`config.mk`:
```
export PLATFORM = sky130hd
export DESIGN_NAME = unary_add_driver_1_4_16
export DESIGN_NICKNAME = d
export VERILOG_FILES = /design/src/rtl/unary_pkg.sv /design/src/rtl/unary_serializer.sv /design/src/rtl/unary_add_driver_1_4_16.sv
export SDC_FILE = /design/constraint.sdc
export NUM_CORES = 1
export LEC_CHECK = 0
export CORE_ASPECT_RATIO = 1.25
export CORE_MARGIN = 3
export CORE_UTILIZATION = 35
export DETAILED_ROUTE_END_ITERATION = 8
export GPL_ROUTABILITY_DRIVEN = 0
export GPL_TIMING_DRIVEN = 0
export SKIP_CTS_REPAIR_TIMING = 1
export SYNTH_ARGS = -nofsm -noshare
export SYNTH_HDL_FRONTEND = slang
export SYNTH_SLANG_ARGS = --single-unit
```
`constraint.sdc`:
```
create_clock -name clk -period 2.7 [get_ports clk]
set_clock_uncertainty 0.05 [all_clocks]
set_input_delay 0.81 -clock clk [delete_from_list [all_inputs] [get_ports clk]]
set_output_delay 0.81 -clock clk [all_outputs]
set_load 0.005 [all_outputs]
```
`src/rtl/unary_pkg.sv`:
```
// unary_pkg: shared constants, driver state encoding and modulo-add helper for the unary adder driver.
package unary_pkg;
    localparam int CNT_W = 5;
    localparam int CNT_MAX = 16;
    localparam logic [CNT_W-1:0] MAX_V = CNT_W'(CNT_MAX);

    typedef enum logic [2:0] {IDLE, SEND, DRAIN, COLLECT, DONE} drv_state_t;

    function automatic logic [CNT_W-1:0] mod_add(input logic [CNT_W-1:0] a, input logic [CNT_W-1:0] b);
        logic [CNT_W:0] s;
        logic [CNT_W:0] w;
        s = {1'b0, a} + {1'b0, b};
        w = s - (CNT_W+1)'(CNT_MAX + 1);
        return (s > {1'b0, MAX_V}) ? w[CNT_W-1:0] : s[CNT_W-1:0];
    endfunction
endpackage

```
`src/rtl/unary_serializer.sv`:
```
// unary_serializer: loads a binary count and emits it as a registered run of ones, one per step.
module unary_serializer
    import unary_pkg::*;
(
    input  logic             clk,
    input  logic             rst_n,
    input  logic             load,
    input  logic             step,
    input  logic [CNT_W-1:0] val,
    output logic             q,
    output logic             done
);
    logic [CNT_W-1:0] cnt;

    always_ff @(posedge clk or negedge rst_n) begin
        if (!rst_n) begin
            cnt <= '0;
            q   <= 1'b0;
        end else if (load) begin
            cnt <= val;
            q   <= val != '0;
        end else if (step) begin
            cnt <= cnt - CNT_W'(cnt != '0);
            q   <= cnt > CNT_W'(1);
        end
    end

    // Set while the current cycle carries the final pulse (or there is none).
    assign done = cnt <= CNT_W'(1);
endmodule

```
`src/rtl/unary_add_driver_1_4_16.sv`:
```
// unary_add_driver_1_4_16: serializes two operands into the unary adder and counts the result back.
// Optional UNARY_DRV_CHECK_EN adds res_err, comparing the collected result against a binary reference.
module unary_add_driver_1_4_16
    import unary_pkg::*;
(
    input  logic             clk,
    input  logic             rst_n,
    input  logic             in_valid,
    output logic             in_ready,
    input  logic [CNT_W-1:0] op_a,
    input  logic [CNT_W-1:0] op_b,
    output logic             A,
    output logic             B,
    output logic             en,
    output logic             read_or_write,
    input  logic             dout,
    input  logic             C,
    output logic             res_valid,
    output logic [CNT_W-1:0] res_sum,
    output logic             res_carry
`ifdef UNARY_DRV_CHECK_EN
    ,
    output logic             res_err
`endif
);
    drv_state_t state, nstate;
    logic [CNT_W-1:0] a_sat, b_sat, sum_cnt;
    logic accept, a_done, b_done, carry_acc, skip;

    assign a_sat = (op_a > MAX_V) ? MAX_V : op_a;
    assign b_sat = (op_b > MAX_V) ? MAX_V : op_b;
    assign in_ready = state == IDLE;
    assign accept = in_ready && in_valid;

    unary_serializer ser_a (.clk(clk), .rst_n(rst_n), .load(accept), .step(state == SEND), .val(a_sat), .q(A), .done(a_done));
    unary_serializer ser_b (.clk(clk), .rst_n(rst_n), .load(accept), .step(state == SEND), .val(b_sat), .q(B), .done(b_done));

    always_comb begin
        nstate = state;
        case (state)
            IDLE:    nstate = in_valid ? (((a_sat | b_sat) != '0) ? SEND : DRAIN) : IDLE;
            SEND:    nstate = (a_done && b_done) ? DRAIN : SEND;
            DRAIN:   nstate = COLLECT;
            COLLECT: nstate = (!skip && (!dout || sum_cnt == MAX_V)) ? DONE : COLLECT;
            DONE:    nstate = IDLE;
            default: nstate = IDLE;
        endcase
    end

    // Adder-facing outputs are registered from the next state so they line up with it.
    always_ff @(posedge clk or negedge rst_n) begin
        if (!rst_n) begin
            state         <= IDLE;
            en            <= 1'b0;
            read_or_write <= 1'b0;
            carry_acc     <= 1'b0;
            sum_cnt       <= '0;
            skip          <= 1'b0;
            res_valid     <= 1'b0;
            res_sum       <= '0;
            res_carry     <= 1'b0;
        end else begin
            state         <= nstate;
            en            <= nstate == SEND || nstate == COLLECT;
            read_or_write <= nstate == COLLECT;
            skip          <= state == DRAIN;
            res_valid     <= nstate == DONE;
            if (accept) begin
                carry_acc <= 1'b0;
                sum_cnt   <= '0;
            end else begin
                if (state == SEND || state == DRAIN)
                    carry_acc <= carry_acc | C;
                if (state == COLLECT && !skip && dout && sum_cnt != MAX_V)
                    sum_cnt <= sum_cnt + CNT_W'(1);
            end
            if (nstate == DONE) begin
                res_sum   <= sum_cnt;
                res_carry <= carry_acc;
            end
        end
    end

`ifdef UNARY_DRV_CHECK_EN
    logic [CNT_W-1:0] exp_sum;
    logic exp_carry, ovf_seen, ovf_hit;

    assign ovf_hit = state == COLLECT && !skip && dout && sum_cnt == MAX_V;

    always_ff @(posedge clk or negedge rst_n) begin
        if (!rst_n) begin
            exp_sum   <= '0;
            exp_carry <= 1'b0;
            ovf_seen  <= 1'b0;
            res_err   <= 1'b0;
        end else begin
            if (accept) begin
                exp_sum   <= mod_add(a_sat, b_sat);
                exp_carry <= ({1'b0, a_sat} + {1'b0, b_sat}) > {1'b0, MAX_V};
                ovf_seen  <= 1'b0;
            end else if (ovf_hit) begin
                ovf_seen <= 1'b1;
            end
            if (nstate == DONE)
                res_err <= (sum_cnt != exp_sum) || (carry_acc != exp_carry) || ovf_seen || ovf_hit;
        end
    end
`endif
endmodule

```
Word-level counts from Yosys, hierarchy flattened
Index checks and enable logic that the tools add are counted.
{ "word_totals": {"in_bits": 15, "output_inout_bits": 12, "wordCells": 71, "ff_bits": 31} }
{ "op_classes": {"order_cmp": 6, "n_reduce_logical": 20, "addsub": 3, "bitwise": 2, "mux": 19, "n_eq_ne": 8} }
{ "op_table": {"columns": ["op", "n"], "rows": [
  ["5-bit two-way mux", 8],
  ["5-bit nonzero test", 5],
  ["3-bit one-hot mux with 4 select lines", 1],
  ["5-bit by 1-bit greater-than comparator with 1-bit output, second input constant", 2],
  ["5-bit greater-than comparator, second input constant", 2],
  ["5-bit by 1-bit <= comparator with 1-bit output, second input constant", 2],
  ["5-bit by 1-bit subtractor with 5-bit output", 2],
  ["3-bit by 2-bit == test with 1-bit output, second input constant", 3],
  ["3-bit by 1-bit == test with 1-bit output, second input constant", 2],
  ["1-bit logical AND", 6],
  ["1-bit two-way mux", 6],
  ["2-bit two-way mux", 3],
  ["2-bit nonzero test", 3],
  ["5-bit by 1-bit adder with 5-bit output, second input constant", 1],
  ["5-bit == test, second input constant", 1],
  ["5-bit != test, second input constant", 1],
  ["5-bit bitwise OR", 1],
  ["3-bit == test, second input constant", 1],
  ["3-bit logical NOT", 1],
  ["1-bit logical OR", 3],
  ["3-bit two-way mux", 1],
  ["1-bit logical NOT", 2],
  ["1-bit bitwise OR", 1]
]} }

Longest topological paths before layout
Gate-level depths: netlist of the first run.
{ "depth": {"depth_word": 9, "ltp_mapped": 7} }

Modules after synthesis
From an unflattened synthesis of the first run, not the netlist that was laid out.
{ "unflattened": {"hier_cells": 160, "hier_area_um2": 1646.6} }
{ "by_module_without_submodules": {"columns": ["module", "n_inst", "seq_area_each_um2", "cells_per_inst", "area_each_um2"], "rows": [
  ["unary_add_driver_1_4_16", 1, 475.5, 82, 935.9],
  ["unary_serializer", 2, 150.1, 39, 355.3]
]} }

Least setup slack after synthesis of the first run
OpenSTA, ideal clock, no wires.
{ "synth_timing": {"path_type": "input-to-reg", "startpoint": "input op_b[1]", "endpoint": "register state[1]", "arrival_time_ns": 1.978, "slack_ns": 0.585, "required_time_ns": 2.563, "path_stages": 3, "setup_time_ns": 0.087, "cell_sequence": "or4_1 > or4_1 > o211ai_1"} }
{ "synth_between": {"elab_chain_len": 7} }
{ "synth_rtl": {"columns": ["element", "line", "source"], "rows": [
  ["start, declared", "unary_add_driver_1_4_16.sv:11", "input logic [CNT_W-1:0] op_b,"],
  ["5-bit greater-than comparator", "unary_add_driver_1_4_16.sv:31", "assign b_sat = (op_b > MAX_V) ? MAX_V : op_b;"],
  ["5-bit two-way mux (*)", "unary_add_driver_1_4_16.sv:31", null],
  ["5-bit bitwise OR (*)", "unary_add_driver_1_4_16.sv:41", "IDLE: nstate = in_valid ? (((a_sat | b_sat) != '0) ? SEND : DRAIN) : IDLE;"],
  ["5-bit nonzero test (*)", "unary_add_driver_1_4_16.sv:41", null],
  ["2-bit two-way mux (*) (2 in a row)", "unary_add_driver_1_4_16.sv:41", null],
  ["3-bit one-hot mux with 4 select lines (*)", "unary_add_driver_1_4_16.sv:40", "case (state)"],
  ["named net nstate[1]", "unary_add_driver_1_4_16.sv:26", "drv_state_t state, nstate;"],
  ["end signal, assigned", "unary_add_driver_1_4_16.sv:63", "state <= nstate;"],
  ["end, declared", "unary_add_driver_1_4_16.sv:26", null]
]} }
Mark *: on every way through the listed nets, which the timed path passes. The rest lies on a longest branch.
A chain may end at the register's enable or synchronous reset.

Worst setup path after layout of the first run
{ "layout_timing": {"startpoint": "register state[2]", "endpoint": "output in_ready"} }
{ "layout_between": {"elab_chain_len": 1} }
{ "layout_rtl": {"columns": ["element", "line", "source"], "rows": [
  ["3-bit logical NOT", "unary_add_driver_1_4_16.sv:32", "assign in_ready = state == IDLE;"],
  ["end, declared", "unary_add_driver_1_4_16.sv:9", "output logic in_ready,"]
]} }
No other way between the ends.

==> metrics.md, run 1 <==
| Metric | Value |
|---|---|
| Xor and xnor area share after synthesis | `1.05%` |
| Crit-path max FO | `10` |
| Leakage power figure | `0.000905 uW` |
| Detailed placement HPWL | `2580 um` |
| Status | `finished clean` |
| Gr ovfl total | `0` |
| Count of final setup violators | `0` |
| Nets | `210` |
| Dpl cells | `240` |
| ANT cells | `0` |
| Final number of max-transition violations | `0` |
| TritonCTS clock tree | `built` |
| Vias per inst | `5.48` |
| Top cells by area, synth | `dfrtp_1 47%, mux2_1 4.7%, ha_1 4.5%` |
| I/O Pins | `27` |
| Final ANT Viol Nets | `0` |
| Clk_lat worst skew | `280 ps` |
| Power per cell area | `895 mW/mm^2` |
| Initial antenna violation count | `0` |
| Starting Density | `37.0%` |
| Final wirelength | `3500 um` |
| Synth Area per Inst | `10.7 um^2` |
| 1st-iter DRT viols | `43` |
| Yosys top cell by area | `dfrtp_1` |
| Hold Path Class | `flip-flop to flip-flop` |
| Die Wd | `67.7 um` |
| Compound-Gate Fraction of Synth Area | `11.3%` |
| GRT Overall Usage | `14.5%` |
| H-tree depth | `2` |
| Fin crit period | `2550 ps` |
| Ratio of final minimum period to clock period | `94.4%` |
| CP Launch Type | `flip-flop` |
| Top_reg_cell synth | `dfrtp_1` |
| Max-slew headroom | `53.8%` |
| Post-Synth Adder-Cell Area | `4.51%` |
| Post-layout instance area | `0.00209 mm^2` |
| Fmax | `0.392 GHz` |
| Die Height | `83.1 um` |
| Post-synthesis register bit count | `31` |
| Cell chosen for the clock root | `clkbuf_8` |
| Area share of and/or/nand/nor cells after synthesis | `23.2%` |
| Clk slew on worst S/H paths | `60 ps` |
| WP data required | `1840 ps` |
| Async set-reset flop share out of synthesis | `100%` |
| Post-synthesis sequential area ratio | `46.6%` |
| Area share of the largest cell type after synthesis | `46.6%` |
| Yosys cell types | `41` |
| Number of max-cap violations | `0` |
| Vias in the first global route | `1,425` |
| Final Util | `46.6%` |
| CP Class | `flip-flop to output port` |
| Measured slew at the worst slew-check pin | `694 ps` |
| Post-Syn Nets | `177` |
| Port buffer count | `26` |
| Final std cells w/o fill | `248` |
| Multiplexer share of the synthesized area | `9.02%` |
| RSZ-0062 raised after global routing | `false` |
| Gate count of the mapped netlist | `156` |
| DR pass1 iterations | `4` |
| DRC Markers | `0` |
| Max rail drop VDD | `0.475 mV` |
| Tot Pwr | `1870 uW` |
| Post-DP Area | `0.00199 mm^2` |
| Crit end category | `output port` |
| Synth warn | `0` |
| Core Region | `0.00449 mm^2` |
| Die ar. | `0.00562 mm^2` |
| Number of synthesized flops with an enable pin | `0` |
| CTS buffer count | `5` |
| Via count | `1,360` |
| CTS max path bufs | `2` |
| Row cnt | `27` |
| Post-Syn Area | `0.00166 mm^2` |
| Area grow syn2layout | `25.7%` |
| Layout cells sized above 1 | `8.95%` |
| Endpoints failing hold | `0` |
| First-pass GRT wire length | `6360 um` |
| Total clock sinks | `31` |
| Crit path DAT | `1690 ps` |
| Setup TNS | `0 ps` |
| Main combinational cell family by area after synthesis | `simple AND/OR/NAND/NOR gates` |
| Routed len/inst | `14.1 um` |
| Largest net degree at the start of global routing | `32` |
## final timing paths
path	depth (start not counted)	end	slack, ps	from
max in group asynchronous	1	ser_b.cnt[2]	1640	rst_n
min in group asynchronous	1	ser_b.cnt[1]	520	rst_n
setup / recovery	3	in_ready	150	state[2]
setup reg to reg	7	ser_b.cnt[4]	630	ser_b.cnt[1]
hold reg to reg	1	res_carry	430	res_carry
hold / removal	1	res_carry	430	res_carry
## sequential cells by signal, summed over array words and instances (netlist names)
name	flops
carry_acc	1
en	1
read_or_write	1
res_carry	1
res_sum	5
res_valid	1
ser_a.cnt	5
ser_a.q	1
ser_b.cnt	5
ser_b.q	1
skip	1
state	3
sum_cnt	5
## logic make-up (layout without fill, tap and decap cells)
group / Yosys count / in the layout
AO/OA/AOI/OAI: 29 / 29
buffers and inverters: 18 / 52
XOR/XNOR: 2 / 2
flip-flops: 31 / 31
adder cells (fa/ha/maj): 6 / 6
multiplexers: 14 / 14
AND/OR/NAND/NOR: 56 / 56
## through the flow
step / worst slack [ps] / hold slack (ps)
finish: 151 / 434
CTS: 128 / 441
global placement: 41.7 / 418
floorplan: 585 / 413
global route: 31.6 / 455
detailed placement: 31.7 / 427
## where the power goes
group          total [uW]  switching, uW  internal [uW]  leakage (uW)
combinational         742            363            379      0.000462
clock                 403            170            232     0.0000515
sequential            726            119            607      0.000391
## metal layers
metal  track usage [%]  wire [um]  part of all wire, %
met2              23.5       1760                   50
met4              6.27         59                  1.7
met5                 0          0                    0
met3              3.11        166                  4.7
met1              18.0       1510                   43
## cell usage in the layout, fill, tap and decap left out, drive strengths merged, types with 3 or more instances in the layout
master and instances:
mux2i 6, clkdlybuf4s50 25, clkbuf 10, nand2 6
nand4 3, a21oi 7, nor4 3, mux2 8
nand3b 4, inv 11, ha 6, dfrtp 31
nor2 4, o21ai 9, o211ai 7, nor3b 3
nand3 10, or3b 3, or4 5, buf 6
## worst max-delay path, stage by stage (launching register included)
cell and delay [ps]:
dfrtp_1 410, buf_1 240, nor3_1 230, clkdlybuf4s50_1 530
## synth_stat cells, drive strengths merged, types with 5 or more instances
cell type,number
o211ai,7
o21ai,9
mux2i,6
nand2,6
ha,6
a21oi,7
buf,5
inv,11
nand3,10
or4,5
mux2,8
dfrtp,31
## final cells by class
class | instances | area, um^2
sequential | 31 | 776
clock buffer | 8 | 100
buffer | 7 | 31.3
fill | 437 | 2400
timing repair buffer | 26 | 255
multi-input combinational | 107 | 816
inverter | 11 | 41.3
tap | 58 | 72.6
Power figures use the tool's default switching activity.
==> run 2, diff against run 1 <==
--- a/config.mk
+++ b/config.mk
@@ -14,4 +14,5 @@
 export SKIP_CTS_REPAIR_TIMING = 1
 export SYNTH_ARGS = -nofsm -noshare
 export SYNTH_HDL_FRONTEND = slang
+export SYNTH_HIERARCHICAL = 1
 export SYNTH_SLANG_ARGS = --single-unit
==> run 2 against run 1 <==
Against the previous run: critical path depth is 1 lower; largest cell class unchanged; core utilization shrank 0.46 points; largest power group unchanged; die area decreased by 0.97%; cell area down 1.7%; total power is 0.93% higher; flip-flop and latch count stayed put.
==> metrics.md, run 2 <==
| Metric | Value |
|---|---|
| Crit path DAT | `1490 ps (-200 ps)` |
| Final ANT Viol Nets | `0 (unchanged)` |
| Ratio of final minimum period to clock period | `87.1% (-7.3 points)` |
| Gr ovfl total | `0 (unchanged)` |
| Dpl cells | `244 (+1.7%)` |
| Count of final setup violators | `0 (unchanged)` |
| Gate count of the mapped netlist | `160 (+2.6%)` |
| H-tree depth | `2 (unchanged)` |
| Synth warn | `6 (+6)` |
| Final std cells w/o fill | `252 (+1.6%)` |
| Min-delay src | `res_sum[2]` |
| RSZ-0062 raised after global routing | `false` |
| Cell chosen for the clock root | `clkbuf_8` |
| Core Region | `0.00446 mm^2 (-0.75%)` |
| Crit end category | `output port` |
| Reg power frac | `39.2% (+0.4 points)` |
| Critical path startpoint | `state[0]` |
| List of most frequent post-synthesis cells | `31 x dfrtp_1, 27 x nand2_1, 15 x o21ai_0` |
| Max-slew headroom | `52.9% (-0.81 points)` |
| Detailed placement HPWL | `2440 um (-5.8%)` |
| Via count | `1,268 (-6.8%)` |
| Area grow syn2layout | `24.8%` |
| Initial antenna violation count | `0 (unchanged)` |
| Layout cells sized above 1 | `12.9% (+3.9 points)` |
| CTS max path bufs | `2 (unchanged)` |
| Post-DP Area | `0.00197 mm^2 (-0.88%)` |
| I/O Pins | `27 (unchanged)` |
| Status | `finished clean` |
| Worst path slowest cell | `clkdlybuf4s50_1` |
| Commonest non-fill, non-tap cell in the layout | `dfrtp_1` |
| Combinational power share | `42.6% (+2.9 points)` |
| ANT cells | `0 (unchanged)` |
| Grt met1 use | `15.2% (-2.8 points)` |
| Post-synthesis sequential area ratio | `47.1% (+0.50 points)` |
| Switch Pwr | `672 uW (+3.0%)` |
| Total clock sinks | `31 (unchanged)` |
| Post-synthesis register bit count | `31 (unchanged)` |
| Die ar. | `0.00557 mm^2 (-0.97%)` |
| Post-Syn Nets | `181 (+2.3%)` |
| Die Wd | `67.4 um (-0.48%)` |
| Yosys top cell by area | `dfrtp_1` |
| RR Startpoint | `ser_a/cnt[2]` |
| Most frequent cells in the layout | `31 x dfrtp_1, 27 x nand2_1, 25 x clkdlybuf4s50_1, 15 x o21ai_0` |
| Post-Syn Area | `0.00165 mm^2 (-1.1%)` |
| Fin crit period | `2350 ps (-198 ps)` |
| Port buffer count | `26 (unchanged)` |
| Synth Area per Inst | `10.3 um^2 (-3.5%)` |
| Cell Int Power | `1220 uW (-0.17%)` |
| Grt met2 use | `22.7% (-0.76 points)` |
| Hold Path Class | `flip-flop to flip-flop` |
| Area share of the largest cell type after synthesis | `47.1% (+0.50 points)` |
| Hold WS | `456 ps (+21.9 ps)` |
| Vias per inst | `5.03 (-8.2%)` |
| 1st-iter DRT viols | `43 (unchanged)` |
| Setup TNS | `0 ps (unchanged)` |
| Gr busiest metal | `met2` |
| Routed len/inst | `13.0 um (-8.1%)` |
| First-pass GRT wire length | `5530 um (-13%)` |
| Post-layout instance area | `0.00206 mm^2 (-1.7%)` |
| Top_reg_cell synth | `dfrtp_1` |
| TritonCTS clock tree | `built` |
| Clk_lat worst skew | `280 ps (about the same)` |
| CP Cell Sequence | `nor3_1 > clkdlybuf4s50_1` |
| Count leader, synth | `dfrtp_1` |
| Endpoints failing hold | `0 (unchanged)` |
| Sw frac | `35.6% (+0.71 points)` |
| Final number of max-transition violations | `0 (unchanged)` |
| Leakage power figure | `0.000879 uW (-2.9%)` |
| DRC Markers | `0 (unchanged)` |
| Area of the multi-input gates | `791 um^2 (-3.1%)` |
| CP delay by family, top | `buffers and inverters` |
| Top cells by area, synth | `dfrtp_1 47%, nand2_1 6.2%, mux2_2 4.8%` |
| Largest net degree at the start of global routing | `32 (unchanged)` |
| Row cnt | `27 (unchanged)` |
| GRT Overall Usage | `13.3% (-1.2 points)` |
| WP data required | `1840 ps (about the same)` |
| Crit path buffers/inverters | `1 (-1)` |
| Number of max-cap violations | `0 (unchanged)` |
| Fill cells | `436 (-0.23%)` |
| Fmax | `0.425 GHz (+8.4%)` |
| Die Height | `82.7 um (-0.49%)` |
| Async set-reset flop share out of synthesis | `100% (unchanged)` |
| Final wirelength | `3270 um (-6.6%)` |
| Number of synthesized flops with an enable pin | `0 (unchanged)` |
| Clk slew on worst S/H paths | `60 ps (about the same)` |
| Starting Density | `36.9% (-0.11 points)` |
| Vias in the first global route | `1,268 (-11%)` |
| Yosys cell types | `36 (-12%)` |
| Crit-path max FO | `7 (-3)` |
| CTS buffer count | `5 (unchanged)` |
| CP Launch Type | `flip-flop` |
| Measured slew at the worst slew-check pin | `706 ps (+12.2 ps)` |
| Nets | `214 (+1.9%)` |
| CP Class | `flip-flop to output port` |
| Storage element area | `776 um^2 (unchanged)` |
| Worst path max stage delay | `540 ps (about the same)` |
| Met3 Use GR | `4.47% (+1.4 points)` |
| Max rail drop VDD | `0.356 mV (-25%)` |
| DR pass1 iterations | `4 (unchanged)` |
| Clk pwr share | `18.1% (-3.4 points)` |
| Power per cell area | `919 mW/mm^2 (+2.7%)` |
## run 2: worst paths after layout
check,slack (ps),endpoint,depth (start not counted)
max,350,in_ready,2
min,460,res_sum[2],1
max reg2reg,640,ser_a/cnt[4],7
max in group asynchronous,1610,ser_a/cnt[3],1
min reg2reg,460,res_sum[2],1
min in group asynchronous,520,res_sum[2],1
## run 2: cell families after synthesis
logic type | Yosys count | share of synthesized area (%)
simple gates | 63 | 23.0
flops | 31 | 47.1
compound gates | 27 | 10.0
buf+inv | 16 | 4.86
mux | 11 | 7.22
xor+xnor | 6 | 3.19
fa+ha+maj | 6 | 4.56
## run 2: worst reg2reg max path, stage by stage (launching register included)
cell	delay (ps)
dfrtp_1	430
nor4_2	490
nand2_1	110
ha_1	210
ha_1	200
and4bb_2	240
xnor2_1	130
o21ai_0	90
## run 2: routing by layer
layer  vias to the layer above  share of wire, %
li1                        633                 -
met1                       602                45
met2                        27                48
met3                         6               5.3
met4                         0               1.5
met5                         -                 0
## run 2: power groups by stage
stage	sequential, uW	combinational [uW]	clock, uW
finish	741	805	342
global route	759	917	378
CTS	741	817	361
detailed placement	748	813	0
global placement	735	783	0
floorplan	723	559	0
## run 2: cell type report
cell class,count,area share [%]
multi-input combinational,113,38.5
sequential,31,37.7
timing repair buffer,26,12.4
clock buffer,7,3.71
tap,58,3.53
buffer,7,2.01
inverter,9,1.89
clock inverter,1,0.243
## run 2: stage by stage
stage	setup slack (ps)	utilization [%]	power, uW
2_1_floorplan	723	-	1280
3_3_place_gp	129	44.4	1520
3_5_place_dp	104	44.3	1560
4_1_cts	324	46.1	1920
5_1_grt	216	46.1	2050
6_report	349	46.1	1890
==> run 3, diff against run 2 <==
--- a/config.mk
+++ b/config.mk
@@ -6,11 +6,12 @@
 export NUM_CORES = 1
 export LEC_CHECK = 0
 export CORE_ASPECT_RATIO = 1.25
-export CORE_MARGIN = 3
+export CORE_MARGIN = 2
 export CORE_UTILIZATION = 35
 export DETAILED_ROUTE_END_ITERATION = 8
 export GPL_ROUTABILITY_DRIVEN = 0
 export GPL_TIMING_DRIVEN = 0
+export PLACE_DENSITY = 0.55
 export SKIP_CTS_REPAIR_TIMING = 1
 export SYNTH_ARGS = -nofsm -noshare
 export SYNTH_HDL_FRONTEND = slang
==> run 3 against run 2 <==
Against the previous run: highest routed layer unchanged; worst hold slack got worse by 1.5 ps; largest power group unchanged; die area down 5.3%; first-iteration DRC count is 9.3% higher; combinational power decreased by 0.5%.
==> metrics.md, run 3 (same netlist as run 2, synthesis figures left out) <==
| Metric | Value |
|---|---|
| Count of final setup violators | `0 (unchanged)` |
| Fin crit period | `2310 ps (-45.3 ps)` |
| Clk_lat worst skew | `280 ps (about the same)` |
| Cell chosen for the clock root | `clkbuf_8` |
| CTS buffer count | `5 (unchanged)` |
| Port buffer count | `26 (unchanged)` |
| Layout cells sized above 1 | `12.5% (-0.39 points)` |
| First-pass GRT wire length | `6010 um (+8.6%)` |
| Commonest non-fill, non-tap cell in the layout | `dfrtp_1` |
| RSZ-0062 raised after global routing | `false` |
| Vias in the first global route | `1,315 (+3.7%)` |
| Post-layout instance area | `0.00205 mm^2 (-0.43%)` |
| TritonCTS clock tree | `built` |
| Largest net degree at the start of global routing | `32 (unchanged)` |
| Dpl cells | `244 (unchanged)` |
| Fill cells | `472 (+8.3%)` |
| GRT Overall Usage | `14.9% (+1.6 points)` |
| Hold WS | `454 ps (-1.49 ps)` |
| Final wirelength | `3370 um (+2.9%)` |
| DRC Markers | `0 (unchanged)` |
| Crit path DAT | `1450 ps (-40 ps)` |
| Starting Density | `36.9% (unchanged)` |
| Max rail drop VDD | `0.350 mV (-1.5%)` |
| Final number of max-transition violations | `0 (unchanged)` |
| Most frequent cells in the layout | `31 x dfrtp_1, 27 x nand2_1, 25 x clkdlybuf4s50_1, 15 x o21ai_0` |
| Row cnt | `27 (unchanged)` |
| Setup TNS | `0 ps (unchanged)` |
| Worst slack at placement | `90.1 ps (-13.7 ps)` |
| Die ar. | `0.00527 mm^2 (-5.3%)` |
| Max-slew headroom | `52.4% (-0.50 points)` |
| Nets | `214 (unchanged)` |
| Area of the multi-input gates | `791 um^2 (unchanged)` |
| Area grow syn2layout | `24.3%` |
| Initial antenna violation count | `0 (unchanged)` |
| Gr ovfl total | `0 (unchanged)` |
| Measured slew at the worst slew-check pin | `712 ps (+5.99 ps)` |
| Die Wd | `65.4 um (-3.0%)` |
| Via count | `1,264 (-0.32%)` |
| Routed len/inst | `13.5 um (+3.8%)` |
| H-tree depth | `2 (unchanged)` |
| Vias per inst | `5.06 (+0.48%)` |
| Number of max-cap violations | `0 (unchanged)` |
| Post-DP Area | `0.00197 mm^2 (unchanged)` |
| 1st-iter DRT viols | `47 (+9.3%)` |
| Ratio of final minimum period to clock period | `85.4% (-1.7 points)` |
| Core Region | `0.00446 mm^2 (unchanged)` |
| Leakage power figure | `0.000874 uW (-0.58%)` |
| CP Class | `flip-flop to output port` |
| Detailed placement HPWL | `2500 um (+2.6%)` |
| CP Launch Type | `flip-flop` |
| Clk slew on worst S/H paths | `60 ps (about the same)` |
| DR pass1 iterations | `4 (unchanged)` |
| Final ANT Viol Nets | `0 (unchanged)` |
| Storage element area | `776 um^2 (unchanged)` |
| Power per cell area | `915 mW/mm^2 (-0.44%)` |
| Total clock sinks | `31 (unchanged)` |
| WP data required | `1840 ps (about the same)` |
| ANT cells | `0 (unchanged)` |
| Die Height | `80.7 um (-2.4%)` |
| Crit end category | `output port` |
| I/O Pins | `27 (unchanged)` |
| Setup ws final | `394 ps (+45.3 ps)` |
| Final std cells w/o fill | `250 (-0.79%)` |
| Hold Path Class | `flip-flop to flip-flop` |
| Fmax | `0.434 GHz (+2.0%)` |
| Crit-path max FO | `8 (+1)` |
| Endpoints failing hold | `0 (unchanged)` |
| Status | `finished clean` |
| CTS max path bufs | `2 (unchanged)` |
==> run 3: cell types whose count changed in the layout (fill, tap and decap cells not counted), sizes merged <==
cell and delta:
clkbuf -1, clkinv -1
==> run 3: per-layer routing <==
layer  track usage, %  vias up  wire (um)
met1             17.1      599       1410
met5                0        -          0
li1                 -      628          -
met3             4.34        8        149
met4             7.08        0         85
met2             25.3       29       1720
==> run 3: cell type report <==
type	instances	share of cell area (%)
buffer	7	2.02
clock buffer	6	3.55
inverter	9	1.89
multi-input combinational	113	38.6
sequential	31	37.9
tap	58	3.55
timing repair buffer	26	12.5
==> run 3: power breakdown <==
| group | switching (uW) | leakage, uW | total, uW | internal (uW) |
|---|---|---|---|---|
| Combinational | 385 | 0.000444 | 801 | 417 |
| Sequential | 126 | 0.000393 | 743 | 617 |
| Clock | 157 | 0.0000371 | 328 | 171 |
==> run 3: path summary, 6_finish.rpt <==
kind / startpoint / to / slack, ps / depth (start not counted)
worst max-delay path: state[1] / in_ready / 390 / 2
worst min-delay path: res_sum[0] / res_sum[0] / 450 / 1
worst max register to register: ser_a/cnt[1] / ser_a/cnt[4] / 690 / 7
worst min register to register: res_sum[0] / res_sum[0] / 450 / 1
max in group asynchronous: rst_n / sum_cnt[1] / 1610 / 1
min in group asynchronous: rst_n / en / 530 / 1
==> run 3: metrics by stage <==
stage          power (uW)  utilization [%]
6_report             1870             45.9
4_1_cts              1910             45.9
3_3_place_gp         1520             44.4
3_5_place_dp         1560             44.3
2_1_floorplan        1280                -
5_1_grt              2060             45.9
==> run 3: critical path: stages (launching register included) <==
cell,delay [ps]
dfrtp_1,450
nor3_1,200
clkdlybuf4s50_1,530
